<file path="src/rtl/imem_loader_if.sv">
// Byte-stream input and IMEM write-port bundle for imem_loader.
// The slave modport is the loader side; master is the stream source / memory side.
interface imem_loader_if #(
    parameter int ADDR_WIDTH = 14
);
    logic [7:0]            in_data;
    logic                  in_valid;
    logic                  in_ready;
    logic [ADDR_WIDTH-1:0] adra;
    logic [31:0]           dina;
    logic [3:0]            wea;
    logic                  busy;
    logic                  done;
    logic                  error;

    modport slave (
        input  in_data, in_valid,
        output in_ready, adra, dina, wea, busy, done, error
    );

    modport master (
        output in_data, in_valid,
        input  in_ready, adra, dina, wea, busy, done, error
    );
endinterface

</file>
<file path="src/rtl/imem_loader.sv">
// Parses {base, count, payload[, checksum]} byte streams into masked 32-bit IMEM writes.
// Write issued the cycle after the byte that completes a word; in_ready drops only in END.
// Optional trailing checksum byte enabled by `define IMEM_LOADER_CHECKSUM_EN.
module imem_loader #(
    parameter int ADDR_WIDTH = 14
) (
    input  logic           clk,
    input  logic           reset,
    imem_loader_if.slave   bus
);
    typedef enum logic [2:0] {
        S_IDLE,
        S_HDR,
        S_DATA,
        S_END
`ifdef IMEM_LOADER_CHECKSUM_EN
        , S_CSUM
`endif
    } state_t;

    localparam logic [32:0] CAP = 33'd1 << (ADDR_WIDTH + 2);

    state_t      state;
    logic [55:0] hdr;
    logic [2:0]  hdr_cnt;
    logic [31:0] addr;
    logic [31:0] rem;
    logic [31:0] wbuf;
    logic [3:0]  wmask;
`ifdef IMEM_LOADER_CHECKSUM_EN
    logic [7:0]  sum;
`endif

    logic        fire;
    logic [1:0]  lane;
    logic [31:0] buf_next;
    logic [3:0]  mask_next;
    logic [63:0] hdr_full;
    logic        range_bad;

    assign bus.in_ready = !reset && (state != S_END);
    assign fire         = bus.in_valid && bus.in_ready;

    always_comb begin
        lane      = addr[1:0];
        buf_next  = wbuf;
        buf_next[{lane, 3'b000} +: 8] = bus.in_data;
        mask_next = wmask;
        mask_next[lane] = 1'b1;
        hdr_full  = {bus.in_data, hdr};
        // 33-bit sum so a base near 4 GiB cannot wrap past the capacity check
        range_bad = ({1'b0, hdr_full[31:0]} + {1'b0, hdr_full[63:32]}) > CAP;
    end

    always_ff @(posedge clk) begin
        if (reset) begin
            state     <= S_IDLE;
            hdr       <= '0;
            hdr_cnt   <= '0;
            addr      <= '0;
            rem       <= '0;
            wbuf      <= '0;
            wmask     <= '0;
`ifdef IMEM_LOADER_CHECKSUM_EN
            sum       <= '0;
`endif
            bus.adra  <= '0;
            bus.dina  <= '0;
            bus.wea   <= '0;
            bus.busy  <= 1'b0;
            bus.done  <= 1'b0;
            bus.error <= 1'b0;
        end else begin
            bus.wea   <= '0;
            bus.dina  <= '0;
            bus.done  <= 1'b0;
            bus.error <= 1'b0;
            case (state)
                S_IDLE: begin
                    if (fire) begin
                        hdr[7:0] <= bus.in_data;
                        hdr_cnt  <= 3'd1;
                        bus.busy <= 1'b1;
                        state    <= S_HDR;
                    end
                end
                S_HDR: begin
                    if (fire) begin
                        if (hdr_cnt == 3'd7) begin
                            addr  <= hdr_full[31:0];
                            rem   <= hdr_full[63:32];
                            wbuf  <= '0;
                            wmask <= '0;
`ifdef IMEM_LOADER_CHECKSUM_EN
                            sum   <= '0;
`endif
                            if (range_bad) begin
                                bus.error <= 1'b1;
                                state     <= S_END;
                            end else if (hdr_full[63:32] == 32'd0) begin
                                bus.done  <= 1'b1;
                                state     <= S_END;
                            end else begin
                                state     <= S_DATA;
                            end
                        end else begin
                            hdr[{hdr_cnt, 3'b000} +: 8] <= bus.in_data;
                            hdr_cnt <= hdr_cnt + 3'd1;
                        end
                    end
                end
                S_DATA: begin
                    if (fire) begin
                        addr <= addr + 32'd1;
                        rem  <= rem - 32'd1;
`ifdef IMEM_LOADER_CHECKSUM_EN
                        sum  <= sum + bus.in_data;
`endif
                        if (lane == 2'd3 || rem == 32'd1) begin
                            bus.adra <= addr[ADDR_WIDTH+1:2];
                            bus.dina <= buf_next;
                            bus.wea  <= mask_next;
                            wbuf     <= '0;
                            wmask    <= '0;
                        end else begin
                            wbuf  <= buf_next;
                            wmask <= mask_next;
                        end
                        if (rem == 32'd1) begin
`ifdef IMEM_LOADER_CHECKSUM_EN
                            state    <= S_CSUM;
`else
                            bus.done <= 1'b1;
                            state    <= S_END;
`endif
                        end
                    end
                end
`ifdef IMEM_LOADER_CHECKSUM_EN
                S_CSUM: begin
                    if (fire) begin
                        if (bus.in_data == sum) bus.done  <= 1'b1;
                        else                    bus.error <= 1'b1;
                        state <= S_END;
                    end
                end
`endif
                S_END: begin
                    bus.busy <= 1'b0;
                    state    <= S_IDLE;
                end
                default: state <= S_IDLE;
            endcase
        end
    end
endmodule
</file>
<file path="src/flat_wrapper.sv">
// flat-port wrapper written by rule: the top's interface ports become plain ports
module imem_loader_flat 
#(
    parameter int ADDR_WIDTH = 14
)
  (clk, reset, bus_in_data, bus_in_valid, bus_in_ready, bus_adra, bus_dina, bus_wea, bus_busy, bus_done, bus_error);
  imem_loader_if #(.ADDR_WIDTH(ADDR_WIDTH)) bus_i ();
  input  logic clk;
  input  logic reset;
  input wire logic [$bits(bus_i.in_data)-1:0] bus_in_data;
  input wire logic [$bits(bus_i.in_valid)-1:0] bus_in_valid;
  output wire logic [$bits(bus_i.in_ready)-1:0] bus_in_ready;
  output wire logic [$bits(bus_i.adra)-1:0] bus_adra;
  output wire logic [$bits(bus_i.dina)-1:0] bus_dina;
  output wire logic [$bits(bus_i.wea)-1:0] bus_wea;
  output wire logic [$bits(bus_i.busy)-1:0] bus_busy;
  output wire logic [$bits(bus_i.done)-1:0] bus_done;
  output wire logic [$bits(bus_i.error)-1:0] bus_error;
  assign bus_i.in_data = bus_in_data;
  assign bus_i.in_valid = bus_in_valid;
  assign bus_in_ready = bus_i.in_ready;
  assign bus_adra = bus_i.adra;
  assign bus_dina = bus_i.dina;
  assign bus_wea = bus_i.wea;
  assign bus_busy = bus_i.busy;
  assign bus_done = bus_i.done;
  assign bus_error = bus_i.error;
  imem_loader #(.ADDR_WIDTH(ADDR_WIDTH)) u_core (.clk(clk), .reset(reset), .bus(bus_i));
endmodule
</file>
<file path="config.mk">
export PLATFORM = sky130hd
export DESIGN_NAME = imem_loader_flat
export DESIGN_NICKNAME = d
export VERILOG_FILES = /design/src/rtl/imem_loader_if.sv /design/src/rtl/imem_loader.sv /design/src/flat_wrapper.sv
export SDC_FILE = /design/constraint.sdc
export NUM_CORES = 1
export LEC_CHECK = 0
export CORE_MARGIN = 4
export CORE_UTILIZATION = 55
export CTS_BUF_LIST = sky130_fd_sc_hd__clkbuf_8 sky130_fd_sc_hd__clkbuf_16
export DETAILED_ROUTE_END_ITERATION = 8
export HOLD_SLACK_MARGIN = 0.06
export PLACE_DENSITY = 0.75
export SLEW_MARGIN = 10
export SYNTH_ARGS = -nofsm -noshare
export SYNTH_HDL_FRONTEND = slang
export SYNTH_SLANG_ARGS = --single-unit
</file>
<file path="constraint.sdc">
create_clock -name clk -period 3.3 [get_ports clk]
set_input_delay 0.495 -clock clk [delete_from_list [all_inputs] [get_ports clk]]
set_output_delay 0.495 -clock clk [all_outputs]
set_load 0.01 [all_outputs]
</file>
==> flow_summary.json, run 1 <==
{
  "yosysMostFrequentCell": "nor2_1",
  "setup_viol": 0,
  "cp.arrival_ns": 3.46,
  "placed_area_sq_um": 11900,
  "dp_hpwl_mm": 20.6,
  "final_area_sq_um": 12600,
  "grt_util_met3": 0.0500,
  "synthFlopType": "dfxtp_1",
  "grt_pass1_wl_mm": 48.0,
  "syn_nets": 1429,
  "critPathKind": "reg -> reg",
  "slew_headroom": 0.380,
  "gp_congestion": 0.877,
  "syn_area_sq_um": 10800,
  "ys_warn_count": 0,
  "cts_root_buffer": "clkbuf_16",
  "post_drt_via_cell_ratio": 6.04,
  "place_ws_ns": -0.0983,
  "end_kind": "flip-flop",
  "portBuffers": 64,
  "synthTopCellsByCount": "219 x nor2_1, 198 x dfxtp_1, 149 x a21oi_1",
  "grt_overflow_total": 0,
  "synth_area_leaders": "dfxtp_1 37%, nor2_1 7.6%, a21oi_1 6.9%",
  "grt_util_met1": 0.364,
  "die_h_microns": 148,
  "std_cell_rows": 50,
  "switchingPower_uw": 3030,
  "clock-sinks": 198,
  "drt_first_pass_iters": 6,
  "floorplan.initialDensity": 0.568,
  "start_kind": "flip-flop",
  "drive_above_1_share": 0.105,
  "hold_viol": 0,
  "syn_inst": 1367,
  "diodes": 0,
  "synth_top_area_cell": "dfxtp_1",
  "die_area_sq_um": 21900,
  "min_path_type": "reg -> reg",
  "place_inst": 1666,
  "grtUsageMet2": 0.434,
  "grt_max_degree": 98,
  "clockBufferDepth": 2,
  "htreeDepth": 4,
  "cts_buffers": 17,
  "fin_nets": 1490,
  "leakagePower_uw": 0.00475,
  "internal_power_uw": 4630,
  "drv_cap": 0,
  "drtAntennaViolNets": 0,
  "finClkSkew_ns": 0.0164,
  "cp.required_ns": 3.62,
  "synth_edf_count": 0,
  "route.vias.total": 10265,
  "fin_tns_setup_ns": 0,
  "synth_seq_area_share": 0.368,
  "fin_crit_sh": 0.951,
  "worstMarginPinSlew_ns": 0.930,
  "worst_slack_ns": 0.162,
  "drv_slew": 0,
  "yosysTopAreaCellShare": 0.368,
  "fin_cells": 1700,
  "total_power_uw": 7660,
  "seq_power_share": 0.378,
  "antenna_found_initial": 0,
  "synth_area_per_cell_sq_um": 7.87,
  "slowest_stage": "dfxtp_1",
  "yosys_register_bits": 198,
  "io_pins": 65,
  "combPwrFrac": 0.368,
  "path_max_fanout": 7,
  "p_clk_frac": 0.255,
  "path_cells": "ha_4 > buf_4 > nand4_1 > o221ai_2 > o21ai_4 > a211oi_4 > or4_1 > and3_1 > a2111oi_2 > nand4b_1 > and4bb_2 > a21oi_1",
  "top_usage_layer": "met2",
  "status": "complete, no violations",
  "grt_use_total": 0.269,
  "min_period_ns": 3.14,
  "grt_pass1_vias": 9482,
  "fmaxAchievable_mhz": 319,
  "powerDensity_nw_per_um2": 607,
  "clkLatencyLatePin_ns": 0.44,
  "irDropWorstVdd_mv": 0.453,
  "routedWlPerCell_microns": 17.6,
  "synth-async-reset-ratio": 0,
  "clk_pin_slew_worst_paths_ns": 0.08,
  "switching_share": 0.396,
  "area_delta_synth_final_pct": 17.1,
  "drtIter0Drc": 798,
  "synth_cell_types": 76,
  "core-area_sq_um": 19000,
  "critPathMaxStageDelay_ns": 0.39,
  "drc": 0,
  "wl_mm": 30.0,
  "tritoncts": "yes",
  "die_width_microns": 148
}
## worst paths after layout
check                                      from          endpoint  slack [ns]  cells after the start
worst max register to register   u_core.hdr[37]  u_core.bus.error        0.16                     12
worst min register to register  u_core.wmask[3]   u_core.wmask[3]        0.44                      2
worst min-delay path            u_core.wmask[3]   u_core.wmask[3]        0.44                      2
worst max-delay path             u_core.hdr[37]  u_core.bus.error        0.16                     12
## power groups by stage
stage | registers, uW | clock network (uW) | logic (uW)
finish | 2890 | 1950 | 2810
global route | 2930 | 2080 | 3150
CTS | 2880 | 1980 | 2750
detailed placement | 2930 | 0 | 2720
global placement | 2920 | 0 | 2670
floorplan | 2850 | 0 | 2030
## worst max-delay path: cells and delay by family (launching register included)
family / cells / cell delay (ns)
adder cells (fa/ha/maj): 1 / 0.22
AND/OR/NAND/NOR: 5 / 1.32
AO/OA/AOI/OAI: 5 / 0.95
buffers and inverters: 1 / 0.15
flip-flops: 1 / 0.39
## cell usage in the layout, fill, tap and decap left out, types with 5 or more instances in the layout
master / synthesis / routed
nor4_1: 11 / 11
o2bb2ai_1: 5 / 5
o22ai_1: 20 / 20
o21ai_0: 51 / 50
nand3b_1: 7 / 7
nand2_1: 111 / 111
o211ai_1: 5 / 5
ha_1: 50 / 44
a211oi_1: 29 / 28
clkbuf_16: 0 / 17
mux2i_1: 57 / 57
a21oi_1: 149 / 147
o21ai_1: 10 / 10
o32ai_1: 5 / 5
xor2_1: 7 / 6
nand3_1: 27 / 27
or3_1: 13 / 13
a31oi_1: 7 / 7
and3_1: 10 / 10
clkdlybuf4s50_1: 0 / 63
nor2_1: 219 / 218
nand2b_1: 8 / 8
and4_1: 5 / 5
nor2b_1: 43 / 43
a21o_1: 12 / 12
a22oi_1: 37 / 37
a211o_1: 6 / 6
buf_4: 0 / 76
or4_1: 7 / 7
inv_1: 29 / 29
dfxtp_1: 198 / 196
nand4_1: 17 / 17
clkinv_4: 0 / 6
and2_1: 7 / 6
nor3_1: 31 / 30
xnor2_1: 5 / 5
## cells by family after synthesis
logic type,synth area share
mux,0.0551
simple gates,0.234
buf+inv,0.0471
compound gates,0.226
xor+xnor,0.00976
flops,0.368
fa+ha+maj,0.0600
## state kept, by name, indices dropped and copies added (netlist names)
signal	count
u_core.wbuf	32
u_core.state	2
u_core.bus.adra	14
u_core.bus.error	1
u_core.bus.wea	4
u_core.bus.done	1
u_core.wmask	4
u_core.bus.busy	1
u_core.addr	16
u_core.rem	32
u_core.bus.dina	32
u_core.hdr_cnt	3
u_core.hdr	56
## metal layers
metal / part of all wire / wire length, microns
met1: 0.43 / 13000
met2: 0.47 / 14000
met3: 0.069 / 2060
met4: 0.029 / 859
met5: 0 / 0
## cell type report
class	count	area, sq um
Fill cell	1604	6350
Clock inverter	14	125
Timing Repair Buffer	140	1220
Multi-Input combinational cell	1041	6430
Inverter	30	113
Tap cell	260	325
Sequential cell	198	3970
Clock buffer	17	425
## repair_timing
action	in CTS	in global routing
buffers inserted	0	3
resized for setup	3	28
gates cloned	0	0
setup endpoints to repair	3	20
pin swaps	0	17
hold buffers	0	0
## stage by stage
stage	utilization	hold WS [ns]
after floorplan	-	0.409
after global placement	0.628	0.416
after detailed placement	0.628	0.418
after CTS	0.657	0.447
after global routing	0.665	0.483
final	0.665	0.444
No activity file was read; power rests on OpenSTA's default activity.
==> inputs of run 2 (changes only) <==
--- a/config.mk
+++ b/config.mk
@@ -11,6 +11,7 @@
 export DETAILED_ROUTE_END_ITERATION = 8
 export HOLD_SLACK_MARGIN = 0.06
 export PLACE_DENSITY = 0.75
+export SKIP_LAST_GASP = 1
 export SLEW_MARGIN = 10
 export SYNTH_ARGS = -nofsm -noshare
 export SYNTH_HDL_FRONTEND = slang
==> flow_summary.json, run 2 (synthesized netlist as in run 1, its figures left out) <==
{
  "start_kind": "flip-flop",
  "clockBufferDepth": 2,
  "cts_root_buffer": "clkbuf_16",
  "tritoncts": "yes",
  "ctsHoldBuffers": 0,
  "largest_register_ff_count": 56,
  "num-fill-cells": 1605,
  "dp_hpwl_mm": 20.6,
  "finClkSkew_ns": 0.0164,
  "htreeDepth": 4,
  "area_delta_synth_final_pct": 17.1,
  "fin_tns_setup_ns": 0,
  "fin_crit_sh": 0.951,
  "cts_buffers": 17,
  "routedWlPerCell_microns": 17.6,
  "whs_ns": 0.444,
  "grt_overflow_total": 0,
  "grt_max_degree": 98,
  "std_cell_rows": 50,
  "route.vias.total": 10267,
  "leakagePower_uw": 0.00475,
  "floorplan.initialDensity": 0.568,
  "fin_cells": 1700,
  "drtIter0Drc": 798,
  "place_inst": 1666,
  "worst_slack_ns": 0.163,
  "cp.required_ns": 3.62,
  "layout_common_cells": "218 x nor2_1, 197 x dfxtp_1, 147 x a21oi_1",
  "min_period_ns": 3.14,
  "worstMarginPinSlew_ns": 0.930,
  "die_width_microns": 148,
  "grt_use_total": 0.269,
  "die_area_sq_um": 21900,
  "io_pins": 65,
  "drt_first_pass_iters": 6,
  "largest-register": "u_core.hdr",
  "die_h_microns": 148,
  "post_drt_via_cell_ratio": 6.04,
  "hold_viol": 0,
  "switchingPower_uw": 3030,
  "rsz0062_at_grt": "true",
  "setup_viol": 0,
  "powerDensity_nw_per_um2": 608,
  "drc": 0,
  "slew_headroom": 0.380,
  "switching_share": 0.396,
  "status": "complete, no violations",
  "end_kind": "flip-flop",
  "fin_nets": 1490,
  "path_max_fanout": 7,
  "antenna_found_initial": 0,
  "min_path_type": "reg -> reg",
  "fmaxAchievable_mhz": 319,
  "p_clk_frac": 0.255,
  "portBuffers": 64,
  "place_ws_ns": -0.0983,
  "gp_congestion": 0.877,
  "drv_cap": 0,
  "drtAntennaViolNets": 0,
  "wl_mm": 30.0,
  "internal_power_uw": 4630,
  "critPathKind": "reg -> reg",
  "clk_pin_slew_worst_paths_ns": 0.08,
  "irDropWorstVdd_mv": 0.453,
  "fin_util": 0.665,
  "grt_pass1_vias": 9482,
  "final_common_cell": "nor2_1",
  "grt_pass1_wl_mm": 48.0,
  "combPwrFrac": 0.368,
  "diodes": 0,
  "clock-sinks": 198,
  "seq_power_share": 0.378,
  "cp.arrival_ns": 3.46,
  "drv_slew": 0,
  "drive_above_1_share": 0.104,
  "core-area_sq_um": 19000,
  "clkLatencyLatePin_ns": 0.44
}
-- run 2: per-layer routing --
layer / wire (microns) / GRT usage / part of all wire
met1: 13000 / 0.364 / 0.43
met2: 14000 / 0.434 / 0.47
met3: 2060 / 0.0500 / 0.069
met4: 859 / 0.0910 / 0.029
met5: 0 / 0 / 0
-- run 2: power groups by stage --
stage | combinational [uW] | clock (uW) | sequential (uW)
finish | 2810 | 1950 | 2890
global route | 3150 | 2080 | 2930
global placement | 2670 | 0 | 2920
floorplan | 2030 | 0 | 2850
detailed placement | 2720 | 0 | 2930
CTS | 2750 | 1980 | 2880
-- run 2: final timing paths --
| check | startpoint | end | slack (ns) | depth (start not counted) |
|---|---|---|---|---|
| setup / recovery | u_core.hdr[37] | u_core.bus.error | 0.16 | 12 |
| hold reg to reg | u_core.wmask[3] | u_core.wmask[3] | 0.44 | 2 |
| hold / removal | u_core.wmask[3] | u_core.wmask[3] | 0.44 | 2 |
| setup reg to reg | u_core.hdr[37] | u_core.bus.error | 0.16 | 12 |
-- run 2: final cells by class --
class                           instances  area [sq um]  area share
Inverter                               30           113     0.00893
Clock inverter                         14           125     0.00993
Timing Repair Buffer                  140          1220      0.0969
Sequential cell                       198          3970       0.315
Clock buffer                           17           425      0.0337
Multi-Input combinational cell       1041          6430       0.510
Tap cell                              260           325      0.0258
-- run 2: worst max-delay path, stage by stage (launching register included) --
cell and delay (ns):
dfxtp_1 0.39, ha_4 0.22, buf_4 0.15, nand4_1 0.23, o221ai_2 0.17, o21ai_4 0.26, a211oi_4 0.12, or4_1 0.39
and3_1 0.18, a2111oi_2 0.32, nand4b_1 0.15, and4bb_2 0.37, a21oi_1 0.08
-- run 2: per-stage QoR --
stage                     total power, uW  cell area, sq um
after floorplan                      4890             10800
after global placement               5590             11900
after detailed placement             5650             11900
after CTS                            7610             12500
after global routing                 8150             12600
final                                7660             12600
-- run 2: what timing repair did --
action	in CTS	in global routing
pin swaps	0	17
gates resized for setup	3	27
buffers inserted	0	3
endpoints found under the setup margin	3	20
==> inputs of run 3 (changes only) <==
--- a/config.mk
+++ b/config.mk
@@ -8,6 +8,7 @@
 export CORE_MARGIN = 4
 export CORE_UTILIZATION = 55
 export CTS_BUF_LIST = sky130_fd_sc_hd__clkbuf_8 sky130_fd_sc_hd__clkbuf_16
+export CTS_CLUSTER_DIAMETER = 50
 export DETAILED_ROUTE_END_ITERATION = 8
 export HOLD_SLACK_MARGIN = 0.06
 export PLACE_DENSITY = 0.75
==> results of run 3 <==
Same layout as run 2: the final DEF is identical, and so are final timing and power.
